--- src/rtl/display_writer.sv ---
// display_writer: character-to-framebuffer writer for a COLS x ROWS text screen.
// Accepts ASCII codes one at a time. It prints printable codes at the cursor and
// interprets LF, CR and BS. It scrolls the screen up one row when output runs
// past the last row, and blanks the whole screen on a clear request.
//
// Ports:
//   clk, rst_n          clock, asynchronous active-low reset
//   in_valid, in_char   character offer (7-bit ASCII)
//   in_ready            combinational accept indication (IDLE and no clear pending)
//   clear_req           level request to blank the screen and home the cursor
//   buf_we/addr/wdata   registered display buffer write port
//   buf_rdata           display buffer read data for the address currently driven
//   cursor_row/col      current cursor position
//   busy                high whenever the writer is not IDLE
module display_writer #(
  parameter int unsigned COLS     = 80,
  parameter int unsigned ROWS     = 30,
  parameter int unsigned MEM_SIZE = 2400
) (
  input  logic        clk,
  input  logic        rst_n,
  input  logic        in_valid,
  input  logic [6:0]  in_char,
  output logic        in_ready,
  input  logic        clear_req,
  output logic        buf_we,
  output logic [11:0] buf_addr,
  output logic [6:0]  buf_wdata,
  input  logic [6:0]  buf_rdata,
  output logic [4:0]  cursor_row,
  output logic [6:0]  cursor_col,
  output logic        busy
);

  localparam int unsigned AW = 12;

  localparam logic [6:0]    CH_SPACE    = 7'h20;
  localparam logic [6:0]    CH_TILDE    = 7'h7E;
  localparam logic [6:0]    CH_LF       = 7'h0A;
  localparam logic [6:0]    CH_CR       = 7'h0D;
  localparam logic [6:0]    CH_BS       = 7'h08;
  localparam logic [AW-1:0] SRC_START   = AW'(COLS);
  localparam logic [AW-1:0] LAST_ADDR   = AW'(MEM_SIZE - 1);
  localparam logic [AW-1:0] BLANK_START = AW'(MEM_SIZE - COLS);
  localparam logic [4:0]    LAST_ROW    = 5'(ROWS - 1);
  localparam logic [6:0]    LAST_COL    = 7'(COLS - 1);

  typedef enum logic [2:0] {
    IDLE,
    WRITE,
    SCROLL_RD,
    SCROLL_WR,
    BLANK,
    CLEAR
  } state_t;

  state_t        state;
  logic [AW-1:0] src;           // scroll source address
  logic          scroll_after;  // the pending WRITE wrapped off the last row

  // Cursor address row*80+col using shifts; assumes the 80-column layout.
  function automatic logic [AW-1:0] cell_addr(input logic [4:0] row, input logic [6:0] col);
    logic [AW-1:0] r;
    r = AW'(row);
    return (r << 6) + (r << 4) + AW'(col);
  endfunction

  logic printable;
  assign printable = (in_char >= CH_SPACE) && (in_char <= CH_TILDE);

  assign in_ready = (state == IDLE) && !clear_req;

  // Writer FSM; buffer port, cursor and busy are all registered here.
  always_ff @(posedge clk or negedge rst_n) begin
    if (!rst_n) begin
      state        <= IDLE;
      cursor_row   <= 5'd0;
      cursor_col   <= 7'd0;
      src          <= SRC_START;
      scroll_after <= 1'b0;
      buf_we       <= 1'b0;
      buf_addr     <= '0;
      buf_wdata    <= 7'd0;
      busy         <= 1'b0;
    end else begin
      case (state)
        IDLE: begin
          if (clear_req) begin
            state     <= CLEAR;
            busy      <= 1'b1;
            buf_we    <= 1'b1;
            buf_addr  <= '0;
            buf_wdata <= CH_SPACE;
          end else if (in_valid) begin
            if (printable) begin
              state     <= WRITE;
              busy      <= 1'b1;
              buf_we    <= 1'b1;
              buf_addr  <= cell_addr(cursor_row, cursor_col);
              buf_wdata <= in_char;
              if (cursor_col == LAST_COL) begin
                cursor_col <= 7'd0;
                if (cursor_row == LAST_ROW) scroll_after <= 1'b1;
                else                        cursor_row   <= cursor_row + 5'd1;
              end else begin
                cursor_col <= cursor_col + 7'd1;
              end
            end else if (in_char == CH_LF) begin
              cursor_col <= 7'd0;
              if (cursor_row == LAST_ROW) begin
                state    <= SCROLL_RD;
                busy     <= 1'b1;
                buf_addr <= src;
              end else begin
                cursor_row <= cursor_row + 5'd1;
                buf_addr   <= cell_addr(cursor_row + 5'd1, 7'd0);
              end
            end else if (in_char == CH_CR) begin
              cursor_col <= 7'd0;
              buf_addr   <= cell_addr(cursor_row, 7'd0);
            end else if ((in_char == CH_BS) && (cursor_col != 7'd0)) begin
              state      <= WRITE;
              busy       <= 1'b1;
              buf_we     <= 1'b1;
              cursor_col <= cursor_col - 7'd1;
              buf_addr   <= cell_addr(cursor_row, cursor_col - 7'd1);
              buf_wdata  <= CH_SPACE;
            end
          end
        end

        WRITE: begin
          buf_we       <= 1'b0;
          scroll_after <= 1'b0;
          if (scroll_after) begin
            state    <= SCROLL_RD;
            buf_addr <= src;
          end else begin
            state    <= IDLE;
            busy     <= 1'b0;
            buf_addr <= cell_addr(cursor_row, cursor_col);
          end
        end

        // Read data for src arrives while SCROLL_RD is driven; capture it as
        // the write data for the row above.
        SCROLL_RD: begin
          state     <= SCROLL_WR;
          buf_we    <= 1'b1;
          buf_addr  <= src - SRC_START;
          buf_wdata <= buf_rdata;
        end

        SCROLL_WR: begin
          if (src == LAST_ADDR) begin
            state     <= BLANK;
            src       <= SRC_START;
            buf_addr  <= BLANK_START;
            buf_wdata <= CH_SPACE;
          end else begin
            state    <= SCROLL_RD;
            src      <= src + 12'd1;
            buf_we   <= 1'b0;
            buf_addr <= src + 12'd1;
          end
        end

        // Blank the freshly exposed bottom row; buf_addr doubles as the counter.
        BLANK: begin
          if (buf_addr == LAST_ADDR) begin
            state    <= IDLE;
            busy     <= 1'b0;
            buf_we   <= 1'b0;
            buf_addr <= cell_addr(cursor_row, cursor_col);
          end else begin
            buf_addr <= buf_addr + 12'd1;
          end
        end

        CLEAR: begin
          if (buf_addr == LAST_ADDR) begin
            state      <= IDLE;
            busy       <= 1'b0;
            buf_we     <= 1'b0;
            buf_addr   <= '0;
            cursor_row <= 5'd0;
            cursor_col <= 7'd0;
          end else begin
            buf_addr <= buf_addr + 12'd1;
          end
        end

        default: begin
          state  <= IDLE;
          busy   <= 1'b0;
          buf_we <= 1'b0;
        end
      endcase
    end
  end

endmodule

--- config.mk ---
export PLATFORM = sky130hd
export DESIGN_NAME = display_writer
export DESIGN_NICKNAME = d
export VERILOG_FILES = /design/src/rtl/display_writer.sv
export SDC_FILE = /design/constraint.sdc
export NUM_CORES = 1
export LEC_CHECK = 0
export BUFFER_PORTS_ARGS = -buffer_cell sky130_fd_sc_hd__buf_4
export CAP_MARGIN = 20
export CORE_ASPECT_RATIO = 1.5
export CORE_MARGIN = 2
export CORE_UTILIZATION = 60
export DETAILED_ROUTE_END_ITERATION = 7
export PLACE_DENSITY_LB_ADDON = 0.08
export SLEW_MARGIN = 10
export SYNTH_ARGS = -nofsm -noshare
export SYNTH_HDL_FRONTEND = slang
export SYNTH_SLANG_ARGS = --single-unit
--- constraint.sdc ---
create_clock -name clk -period 4.3 [get_ports clk]
set_input_delay 0.215 -clock clk [delete_from_list [all_inputs] [get_ports clk]]
set_output_delay 0.215 -clock clk [all_outputs]
set_load 0.005 [all_outputs]
Yosys cells after proc, flatten, opt, wreduce, memory -nomap -nowiden
Cells that the tools add are included.
- register bits after elaboration: 49
- input port bits: 18
- output and inout bits: 34
- logic and storage cells: 145
- add/subtract/negate cells: 10
- order comparisons: 2
- equality and inequality tests: 33
- mux-type cells: 70
- bitwise gates (word level): 1
- reduce and logical (&&, ||, !) cells: 20
- operators by type and width (cell ; number):
    $mux 12 ; 12
    $mux 7 ; 15
    $pmux 12 s6 ; 1
    $mux 5 ; 7
    $mux 3 ; 9
    $add 11x9->12 ; 2
    $add 12x1->12 const B ; 2
    $add 12x7->12 ; 2
    $eq 12x12->1 const B ; 2
    $reduce_and 6->1 ; 4
    $eq 7x4->1 const B ; 3
    $pmux 7 s3 ; 1
    $mux 1 ; 18
    $pmux 3 s5 ; 1
    $ne 2x2->1 const B ; 7
    $pmux 7 s2 ; 1
    $sub 12x7->12 const B ; 1
    $ne 5x5->1 const B ; 2
    $pmux 5 s2 ; 1
    $reduce_and 5->1 ; 2
    $ne 4x4->1 const B ; 2
    $pmux 1 s4 ; 2
    $add 7x1->7 const B ; 1
    $eq 7x7->1 const B ; 1
    other kinds (28) ; 37

Logic depth before layout (Yosys ltp)
Gate-level depths: netlist of run 1.
- depth after elaboration: 9
- mapped depth: 13
- gate-level depth less buffers: 13

Worst setup path before layout of run 1
No wires, ideal clock.
- path kind: register to register
- from: reg cursor_col[2]
- to: reg buf_addr[10]
- setup time: 0.126 ns
- arrival: 2.910 ns
- data required time: 4.174 ns
- slack: 1.264 ns
- cell stages (with the launch flop): 13
- buffers on the path: 1
- clock period less this slack: 3.036 ns
- cell sequence: dfrtp_1 buf_2 nor3_1 nor3b_1 xnor2_1 inv_1 fa_1 nor2b_1 o221ai_1 nor4_1 xnor2_1 a221o_1 a221o_1
- longest elaborated chain between the ends: 9
- elaborated cells on any way between the ends: 16
- those cells by class: add/sub: 3; eq/ne: 1; mux: 9; reduce/logical: 3
- RTL lines (element ; line ; text):
    from (decl) ; 31 ; output logic [6:0] cursor_col,
    from (signal assigned) ; 106 ; cursor_col <= cursor_col + 7'd1;
    from (signal assigned) ; 125 ; cursor_col <= cursor_col - 7'd1;
    $sub 7x1->7 ; 126 ; buf_addr <= cell_addr(cursor_row, cursor_col - 7'd1);
    $add 12x7->12 ; 65 ; return (r << 6) + (r << 4) + AW'(col);
    $mux 12 ; 121 ; end else if ((in_char == CH_BS) && (cursor_col != 7'd0)) begin
    $mux 12 ; 118 ; end else if (in_char == CH_CR) begin
    $mux 12 ; 108 ; end else if (in_char == CH_LF) begin
    $mux 12 ; 95 ; if (printable) begin
    $mux 12 ; 94 ; end else if (in_valid) begin
    $mux 12 ; 88 ; if (clear_req) begin
    $pmux 12 s6 ; 86 ; case (state)
    to (signal assigned) ; 99 ; buf_addr <= cell_addr(cursor_row, cursor_col);
    to (signal assigned) ; 113 ; buf_addr <= src;
    to (signal assigned) ; 116 ; buf_addr <= cell_addr(cursor_row + 5'd1, 7'd0);
    to (decl) ; 27 ; output logic [11:0] buf_addr,
Parallel ways exist; a longest one is shown, timed or not. The select of a mux whose other input is x is not followed.
A chain may end at the register's enable or synchronous reset.

Worst setup path in the final report of run 1
- from: reg cursor_col[0]
- to: reg buf_addr[10]
Same word-level chain as after synthesis.

==> results of run 1 <==
## worst max path at each step
| stage | slack [ps] | cells after the start | endpoint |
|---|---|---|---|
| floorplan | 1260 | 12 | buf_addr[10]$_DFFE_PN0P_ |
| global placement | 1130 | 11 | buf_addr[10]$_DFFE_PN0P_ |
| detailed placement | 1020 | 11 | buf_addr[10]$_DFFE_PN0P_ |
| CTS | 1020 | 13 | buf_addr[10]$_DFFE_PN0P_ |
| global route | 770 | 13 | buf_addr[10]$_DFFE_PN0P_ |
| finish | 960 | 13 | buf_addr[10]$_DFFE_PN0P_ |
## per-stage QoR
stage	power [µW]	hold WS [ps]	std cells	setup slack, ps
final	2101	253.0	708	955.2
after global routing	2239	270.3	708	771.7
after CTS	2096	254.2	708	1024
after detailed placement	1684	293.1	700	1025
after global placement	1659	283.0	700	1128
after floorplan	1323	-80.59	578	1264
## routing by layer
metal	vias to the layer above	share of wire, %
li1	2248	-
met1	2360	40
met2	226	48
met3	62	5.8
met4	0	6.1
met5	-	0
## registers in the layout (all words and copies together), names as in the netlist
signal,flops
buf_addr,12
src,12
buf_wdata,7
cursor_row,5
cursor_col,7
busy,1
scroll_after,1
state,3
buf_we,1
## cell usage after synthesis, drive strengths merged, types with 3 or more instances
cell type | instances | area, µm²
a22o | 9 | 78.83
dfrtp | 47 | 1176
nor2b | 10 | 62.56
nor4b | 3 | 41.29
nand3 | 27 | 135.1
o31a | 6 | 52.55
a211o | 3 | 26.28
nand2 | 39 | 146.4
nor2 | 37 | 138.9
nor3b | 8 | 60.06
o221ai | 3 | 26.28
o21ai | 58 | 294.0
a21o | 7 | 52.55
xnor2 | 20 | 175.2
o41ai | 4 | 35.03
a211oi | 5 | 42.54
buf | 11 | 53.80
nand2b | 10 | 62.56
mux2 | 13 | 146.4
nor3 | 11 | 55.05
or3b | 3 | 26.28
fa | 4 | 80.08
xor2 | 10 | 87.58
ha | 22 | 275.3
or4 | 3 | 26.27
a221o | 5 | 50.05
and2 | 3 | 18.77
o31ai | 5 | 37.54
o22ai | 4 | 25.02
and4b | 3 | 30.03
a21oi | 34 | 170.2
clkbuf | 27 | 101.4
and4 | 5 | 43.79
a32oi | 3 | 26.28
nor4 | 5 | 31.28
a221oi | 5 | 43.79
and3 | 9 | 56.30
o311ai | 3 | 26.28
o21a | 5 | 37.54
nand4 | 11 | 68.82
o211ai | 8 | 60.06
nand3b | 3 | 22.52
a31oi | 17 | 106.4
inv | 23 | 86.33
## tightest hold or removal path: cells and delay by family
kind                   cells  cell delay (ps)
AOI/OAI and AO/OA          1              110
muxes                      1              110
buffers and inverters      1               80
## power groups by stage
stage	registers [µW]	logic [µW]	clock network (µW)
floorplan	694	628	0
finish	774	923	404
global placement	761	898	0
global route	796	1010	428
CTS	765	919	411
detailed placement	773	911	0
## area by class of cell
type | count | area [µm²]
clock buffer | 7 | 142.6
fill | 670 | 2365
inverter | 23 | 86.33
multi-input combinational | 468 | 3217
sequential | 49 | 1229
tap | 102 | 127.6
timing repair buffer | 59 | 445.4
## cell families after synthesis
group,after synthesis,share of synthesized area (%)
AND/OR/NAND/NOR,199,23.57
AO/OA/AOI/OAI,198,28.27
buffers and inverters,61,5.158
flip-flops,49,26.24
XOR/XNOR,30,5.612
adder cells (fa/ha/maj),26,7.590
multiplexers,15,3.554
==> results.py, run 1 <==
metrics = {
    "sta": {
        "setup_viol": 0,
        "tns_ps": 0,
        "drv_slew": 0,
        "min_period_over_period_pct": 77.78,
        "tightest_slew_ps": 1081,
        "hold_viol_final": 0,
        "rsz0062_at_grt": "no",
        "fmax_mhz": 299.0,
        "min_period_ps": 3345,
        "relSlewSlack_pct": 26.98,
        "finClkSkew_ps": 5.234,
    },
    "worst_setup_path": {
        "end_kind": "flip-flop",
        "cpPeakStageDelay_ps": 490,
        "r2r_cells": 13,
        "path_cells": "inv_1 -> ha_1 -> nand2_1 -> xnor2_1 -> ha_1 -> inv_1 -> fa_1 -> nor2b_1 -> o221ai_1 -> nor4_1 -> xnor2_1 -> a221o_1 -> a221o_1",
        "worstReg2RegStart": "cursor_col[0]$_DFFE_PN0P_",
        "crit_required_ps": 4480,
        "r2r-end": "buf_addr[10]$_DFFE_PN0P_",
        "crit_path_top_delay_cell": "dfrtp_1",
        "start_kind": "flip-flop",
        "cp-startpoint": "cursor_col[0]$_DFFE_PN0P_",
        "path_max_fanout": 10,
        "reg2reg_slack_ps": 960,
        "crit_buf_inv": 2,
        "critPathTopFamily": "adder cells",
        "crit_arrival_ps": 3520,
        "crit_type": "reg -> reg",
    },
    "clock_tree": {
        "cts_htree_levels": 2,
        "post_cts_buffers": 0,
        "root_buffer": "clkbuf_16",
        "cts_buffers": 5,
        "cts_resized": 0,
        "clkTransAtPathRegs_ps": 70,
        "cts_hold_buf": 1,
        "cts_sinks": 49,
        "clkLatencyLatePin_ps": 290,
        "clk_path_buf_depth": 2,
        "cts_tree": "done",
    },
    "yosys": {
        "yosys_warnings": 0,
        "netlist_area_um2": 4682,
        "synth_cell_types": 74,
        "synthCells": 578,
        "synth_top_flop_cell": "dfrtp_1",
        "async_reset_ff_share_pct": 100.0,
        "seq_area_frac_synth_pct": 26.24,
        "syn-num-nets": 622,
        "ys_seq_elements": 49,
        "syn_avg_cell_area_um2": 8.100,
        "synth-edff-count": 0,
    },
    "layout": {
        "syn2layout_area_growth_pct": 12.08,
        "final_cell_mix": "buf_4, o21ai_0, dfrtp_1",
        "postLayoutCellArea_um2": 5248,
        "n_antenna_cell": 0,
        "final_util_pct": 68.93,
        "drive_gt1_share_pct": 13.20,
        "fin_nets": 650,
        "final_common_cell": "buf_4",
    },
    "global_route": {
        "grtUsageMet2_pct": 59.17,
        "grtUsageMet1_pct": 44.11,
        "grt_overflow": 0,
        "antenna_found_initial": 0,
        "grt_pass1_wl_um": 24420,
        "grt_pass1_vias": 4700,
        "grt_util_met3_pct": 4.421,
        "top_usage_layer": "met2",
        "grt_usage_pct": 35.65,
        "grt_start_max_net_pins": 50,
    },
    "pwr": {
        "p_per_area_nw_per_um2": 400.3,
        "ir_drop_v": 0.0004049,
        "p_int_uw": 1271,
        "switching_share_pct": 39.48,
        "seq_power_share_pct": 36.8,
        "p_sw_uw": 829.5,
        "p_leak_uw": 0.002232,
        "comb_power_share_pct": 43.9,
        "pwr-share-clk_pct": 19.2,
    },
    "floorplanning": {
        "ios": 52,
        "rows": 39,
        "die_h_um": 112.2,
        "initial_core_util_pct": 61.51,
        "die_area_um2": 8540,
        "core_area_um2": 7612,
        "die_w_um": 76.13,
    },
    "placement": {
        "place_area_um2": 5095,
        "hpwl_um": 11280,
        "gp_congestion": 1.009,
        "place.port_buffers": 51,
    },
    "flow_run": {
        "max-cap-violations": 0,
    },
    "detailed_routing": {
        "drt_iter0_markers": 550,
        "first_pass_iters": 6,
        "via_count": 4896,
        "drt-wirelength-per-cell_um": 21.20,
        "totalWireLength_um": 15010,
        "route.detailed.drc": 0,
        "ant_nets": 0,
        "viasPerCell": 6.915,
    },
    "min_path": {
        "hold_path_startpoint": "buf_rdata[1]",
        "min_to": "buf_wdata[1]$_DFFE_PN0P_",
        "hold-path-cell-count": 3,
        "worstHoldPathType": "in -> reg",
    },
    "status": {
        "outcome": "finished, final reports clean",
    },
}
Note: power is estimated with default switching activity, not from simulation.
==> run 2: changes to the inputs <==
--- a/config.mk
+++ b/config.mk
@@ -9,7 +9,7 @@
 export CAP_MARGIN = 20
 export CORE_ASPECT_RATIO = 1.5
 export CORE_MARGIN = 2
-export CORE_UTILIZATION = 60
+export CORE_UTILIZATION = 54
 export DETAILED_ROUTE_END_ITERATION = 7
 export PLACE_DENSITY_LB_ADDON = 0.08
 export SLEW_MARGIN = 10
==> constraint.sdc (replaced) <==
create_clock -name clk -period 3 [get_ports clk]
set_input_delay 0.15 -clock clk [delete_from_list [all_inputs] [get_ports clk]]
set_output_delay 0.15 -clock clk [all_outputs]
set_load 0.005 [all_outputs]
==> run 2 against run 1 <==
- worst setup slack worse by 810 ps
- first-iteration DRC count decreased by 20%
- final cell count increased by 5.9%
- fmax is 17% higher
- clock skew up 1.9 ps
- critical path type unchanged
- highest routed layer unchanged
==> results.py, run 2 (same netlist as run 1, synthesis figures left out) <==
metrics = {
    "status": {
        "outcome": "finished, final reports clean",
    },
    "clock_tree": {
        "clkTransAtPathRegs_ps": 70,
        "root_buffer": "clkbuf_16",
        "clkLatencyLatePin_ps": 300,
        "cts_tree": "done",
        "cts_buffers": 5,
        "cts_sinks": 49,
        "cts_htree_levels": 2,
        "clk_path_buf_depth": 2,
    },
    "floorplanning": {
        "die_area_um2": 9446,
        "die_h_um": 118.0,
        "ios": 52,
        "rows": 41,
        "initial_core_util_pct": 55.65,
        "die_w_um": 80.03,
        "core_area_um2": 8413,
    },
    "detailed_routing": {
        "viasPerCell": 6.545,
        "first_pass_iters": 5,
        "drt_iter0_markers": 441,
        "route.detailed.drc": 0,
        "drt-wirelength-per-cell_um": 20.42,
        "totalWireLength_um": 15320,
        "via_count": 4909,
        "ant_nets": 0,
    },
    "worst_setup_path": {
        "end_kind": "flip-flop",
        "cp-startpoint": "cursor_col[1]$_DFFE_PN0P_",
        "crit_arrival_ps": 3040,
        "worstReg2RegStart": "cursor_col[1]$_DFFE_PN0P_",
        "path_max_fanout": 4,
        "crit_required_ps": 3180,
        "crit_type": "reg -> reg",
        "reg2reg_slack_ps": 140,
        "start_kind": "flip-flop",
    },
    "layout": {
        "fin_nets": 686,
        "drive_gt1_share_pct": 21.62,
        "final_cell_mix": "buf_4, o21ai_0, dfrtp_1",
        "syn2layout_area_growth_pct": 21.62,
        "n_antenna_cell": 0,
        "final_common_cell": "buf_4",
        "largestRegisters": "buf_addr: 12 flops, src: 12 flops",
    },
    "placement": {
        "hpwl_um": 11680,
        "place.port_buffers": 51,
        "gp_congestion": 0.9868,
    },
    "global_route": {
        "grt_start_max_net_pins": 50,
        "grt_overflow": 0,
        "antenna_found_initial": 0,
        "grt_usage_pct": 32.69,
        "grt_pass1_wl_um": 24180,
        "grt_pass1_vias": 4738,
    },
    "sta": {
        "hold_viol_final": 0,
        "fmax_mhz": 349.7,
        "tns_ps": 0,
        "finClkSkew_ps": 7.163,
        "setup_viol": 0,
        "min_period_ps": 2860,
        "drv_slew": 0,
        "relSlewSlack_pct": 45.30,
        "min_period_over_period_pct": 95.32,
        "tightest_slew_ps": 816.9,
    },
    "pwr": {
        "fin_total_pwr_uw": 3481,
        "p_per_area_nw_per_um2": 611.3,
        "p_leak_uw": 0.002451,
        "ir_drop_v": 0.0005579,
    },
    "min_path": {
        "hold_path_startpoint": "buf_rdata[6]",
        "worstHoldPathType": "in -> reg",
    },
    "flow_run": {
        "max-cap-violations": 0,
    },
}
run 2: per-layer routing:
metal	share of wire (%)	wire [µm]	global-route usage, %	up-vias
met4	3.5	539	13.24	0
met3	4.9	747	3.988	43
met1	40	6110	41.19	2349
li1	-	-	-	2321
met2	52	7919	55.52	196
met5	0	0	0	-
run 2: worst paths after layout:
kind,endpoint,cells past startpoint
setup / recovery,buf_addr[10]$_DFFE_PN0P_,11
hold / removal,buf_wdata[6]$_DFFE_PN0P_,3
setup reg to reg,buf_addr[10]$_DFFE_PN0P_,11
hold reg to reg,buf_wdata[5]$_DFFE_PN0P_,1
max in group asynchronous,cursor_row[2]$_DFFE_PN0P_,2
min in group asynchronous,src[8]$_DFFE_PN0P_,2
run 2: repair_timing:
item | 4_1_cts | 5_1_grt
setup endpoints to repair | 1 | 2
resized for setup | 6 | 16
hold endpoints to repair | 47 | 0
hold buffers | 1 | 0
pin swaps | 6 | 9
setup buffers | 2 | 2
run 2: metrics by stage:
stage          hold slack, ps  area, µm²  std cells  utilization, %  setup slack (ps)
2_1_floorplan          -145.6       4696        578               -             4.401
3_3_place_gp            215.8       5355        737           63.65             10.56
3_5_place_dp            223.6       5355        737           63.65            -85.04
4_1_cts                 185.3       5599        748           66.55             60.22
5_1_grt                 204.3       5694        750           67.68            -17.76
6_report                178.3       5694        750           67.68             140.5
run 2: final cells by class:
| cell class | count | area (µm²) |
|---|---|---|
| Fill cell | 718 | 2719 |
| Tap cell | 107 | 133.9 |
| Sequential cell | 49 | 1232 |
| Timing Repair Buffer | 95 | 715.7 |
| Multi-Input combinational cell | 468 | 3332 |
| Clock inverter | 3 | 68.82 |
| Clock buffer | 5 | 125.1 |
| Inverter | 23 | 86.33 |
run 2: power breakdown:
part / leakage, µW / internal, µW / switching, µW / total (µW)
sequential: 0.000637 / 821 / 233 / 1050
combinational: 0.00172 / 862 / 815 / 1680
clock: 0.0000944 / 481 / 268 / 749
total: 0.00245 / 2160 / 1320 / 3480
run 2: critical path, cell delays in order, from the launching register on:
cell	delay [ps]
dfrtp_2	450
nor3_4	210
nor3b_2	200
xnor2_1	180
inv_1	100
fa_2	360
nor2b_2	130
o221ai_2	120
nor4_2	260
xnor2_1	110
a221o_1	330
a221o_1	290
==> run 3: changes to the inputs <==
--- a/config.mk
+++ b/config.mk
@@ -11,7 +11,7 @@
 export CORE_MARGIN = 2
 export CORE_UTILIZATION = 54
 export DETAILED_ROUTE_END_ITERATION = 7
-export PLACE_DENSITY_LB_ADDON = 0.08
+export PLACE_DENSITY_LB_ADDON = 0.1
 export SLEW_MARGIN = 10
 export SYNTH_ARGS = -nofsm -noshare
 export SYNTH_HDL_FRONTEND = slang
==> run 3 against run 2 <==
- final cell count increased by 0.53%
- sequential power about the same
- via count up 1.3%
- critical path type unchanged
- critical path depth fell by 3
- core utilization fell by 0.70 points
- clock-buffer cell count increased by 2
- combinational power about the same
- clock skew is 0.80 ps higher
- non-clock buffer count up 4
- power down 4.9%
- sequential share of layout area rose by 0.20 points
==> results.py, run 3 (same netlist as run 1, synthesis figures left out) <==
metrics = {
    "layout": {
        "largestRegisters": "buf_addr: 12 flops, src: 12 flops",
        "seqCellArea_um2": 1231,
        "final_cell_mix": "buf_4, o21ai_0, dfrtp_1",
        "n_antenna_cell": 0,
        "fin_nets": 690,
        "multi_input_area_um2": 3298,
        "syn2layout_area_growth_pct": 20.36,
        "nFillCells": 747,
        "final_common_cell": "buf_4",
        "drive_gt1_share_pct": 21.33,
    },
    "pwr": {
        "ir_drop_v": 0.0005885,
        "fin_total_pwr_uw": 3310,
        "p_int_uw": 1982,
        "pwr-share-clk_pct": 17.5,
        "p_sw_uw": 1328,
        "switching_share_pct": 40.12,
        "p_leak_uw": 0.002448,
        "comb_power_share_pct": 50.4,
        "seq_power_share_pct": 32.2,
        "p_per_area_nw_per_um2": 587.3,
    },
    "worst_setup_path": {
        "cpPeakStageDelay_ps": 550,
        "crit_type": "reg -> reg",
        "start_kind": "flip-flop",
        "crit_arrival_ps": 3080,
        "path_max_fanout": 10,
        "crit_required_ps": 3180,
        "crit_path_top_delay_cell": "xnor2_1",
        "path_cells": "buf_4 -> ha_1 -> fa_1 -> xnor2_1 -> nor4_1 -> xnor2_1 -> a221o_1 -> a221o_1",
        "end_kind": "flip-flop",
    },
    "global_route": {
        "grt_pass1_vias": 4800,
        "grt_start_max_net_pins": 50,
        "top_usage_layer": "met2",
        "grt_overflow": 0,
        "grt_pass1_wl_um": 24940,
        "grt_util_met3_pct": 4.678,
        "grt_usage_pct": 33.53,
        "antenna_found_initial": 0,
        "grtUsageMet1_pct": 40.96,
        "grtUsageMet2_pct": 57.24,
    },
    "clock_tree": {
        "clkLatencyLatePin_ps": 300,
        "cts_sinks": 49,
        "clkTransAtPathRegs_ps": 70,
        "clk_path_buf_depth": 2,
        "cts_buffers": 5,
        "cts_tree": "done",
        "root_buffer": "clkbuf_16",
        "cts_htree_levels": 2,
    },
    "sta": {
        "setup_viol": 0,
        "drv_slew": 0,
        "rsz0062_at_grt": "no",
        "tightest_slew_ps": 749.5,
        "relSlewSlack_pct": 49.65,
        "fmax_mhz": 345.4,
        "timing.hold.ws_ps": 190.9,
        "final.setup.worst_slack_ps": 104.7,
        "min_period_ps": 2895,
        "min_period_over_period_pct": 96.51,
        "hold_viol_final": 0,
        "finClkSkew_ps": 7.968,
    },
    "status": {
        "outcome": "finished, final reports clean",
    },
    "detailed_routing": {
        "via_count": 4971,
        "ant_nets": 0,
        "totalWireLength_um": 15620,
        "viasPerCell": 6.593,
        "first_pass_iters": 7,
        "drt-wirelength-per-cell_um": 20.71,
        "drt_iter0_markers": 379,
        "route.detailed.drc": 0,
    },
    "floorplanning": {
        "die_h_um": 118.0,
        "initial_core_util_pct": 55.65,
        "core_area_um2": 8413,
        "ios": 52,
        "die_area_um2": 9446,
        "rows": 41,
        "die_w_um": 80.03,
    },
    "placement": {
        "gp_congestion": 0.9965,
        "place.port_buffers": 51,
        "place_ws_ps": -79.06,
        "hpwl_um": 11750,
    },
    "flow_run": {
        "max-cap-violations": 0,
    },
    "min_path": {
        "worstHoldPathType": "in -> reg",
    },
}
==> run 3: what timing repair did <==
action,4_1_cts,5_1_grt
hold buffers,1,0
setup buffers,1,4
hold endpoints to repair,47,0
endpoints found under the setup margin,1,2
pin swaps,3,12
gates resized for setup,6,12
==> run 3: layout make-up <==
cell class / count / share of cell area (%)
clock buffers: 7 / 2.353
clock inverters: 1 / 0.1332
inverters: 23 / 1.532
multi-input cells: 468 / 58.53
flip-flops and latches: 49 / 21.85
well taps: 107 / 2.376
repair buffers: 99 / 13.23
==> run 3: worst max-delay path: cells and delay by family, from the launching register on <==
| kind | cells | cell delay, ps |
|---|---|---|
| buffers and inverters | 1 | 180 |
| AO/OA/AOI/OAI | 2 | 630 |
| flip-flops | 1 | 380 |
| XOR/XNOR | 2 | 740 |
| AND/OR/NAND/NOR | 1 | 180 |
| adder cells (fa/ha/maj) | 2 | 670 |
==> run 3: through the flow <==
| stage | setup TNS (ps) | std cells | util (%) | cell area (µm²) |
|---|---|---|---|---|
| floorplan | 0 | 578 | - | 4696 |
| global placement | 0 | 740 | 63.92 | 5378 |
| detailed placement | -79.06 | 740 | 63.92 | 5378 |
| CTS | 0 | 750 | 66.14 | 5564 |
| global route | 0 | 754 | 66.98 | 5635 |
| finish | 0 | 754 | 66.98 | 5635 |
==> run 3: final timing paths <==
check	slack, ps	depth (start not counted)	startpoint	to
worst max-delay path	100	8	cursor_row[0]$_DFFE_PN0P_	buf_addr[10]$_DFFE_PN0P_
worst min-delay path	190	3	buf_rdata[6]	buf_wdata[6]$_DFFE_PN0P_
worst max register to register	100	8	cursor_row[0]$_DFFE_PN0P_	buf_addr[10]$_DFFE_PN0P_
worst min register to register	500	1	buf_wdata[2]$_DFFE_PN0P_	buf_wdata[2]$_DFFE_PN0P_
max in group asynchronous	2070	2	rst_n	cursor_col[0]$_DFFE_PN0P_
min in group asynchronous	440	2	rst_n	src[7]$_DFFE_PN0P_
==> run 3: metal layers <==
| metal | up-vias | part of all wire (%) |
|---|---|---|
| li1 | 2329 | - |
| met1 | 2354 | 39 |
| met2 | 230 | 51 |
| met3 | 58 | 5.2 |
| met4 | 0 | 4.3 |
| met5 | - | 0 |
==> run 3: power by group through the flow <==
stage / Combinational [µW] / Clock, µW / Sequential [µW]
2_1_floorplan: 909 / 0 / 1000
3_3_place_gp: 1520 / 0 / 1040
3_5_place_dp: 1550 / 0 / 1050
4_1_cts: 1590 / 588 / 1050
5_1_grt: 1810 / 605 / 1090
6_report: 1670 / 578 / 1070
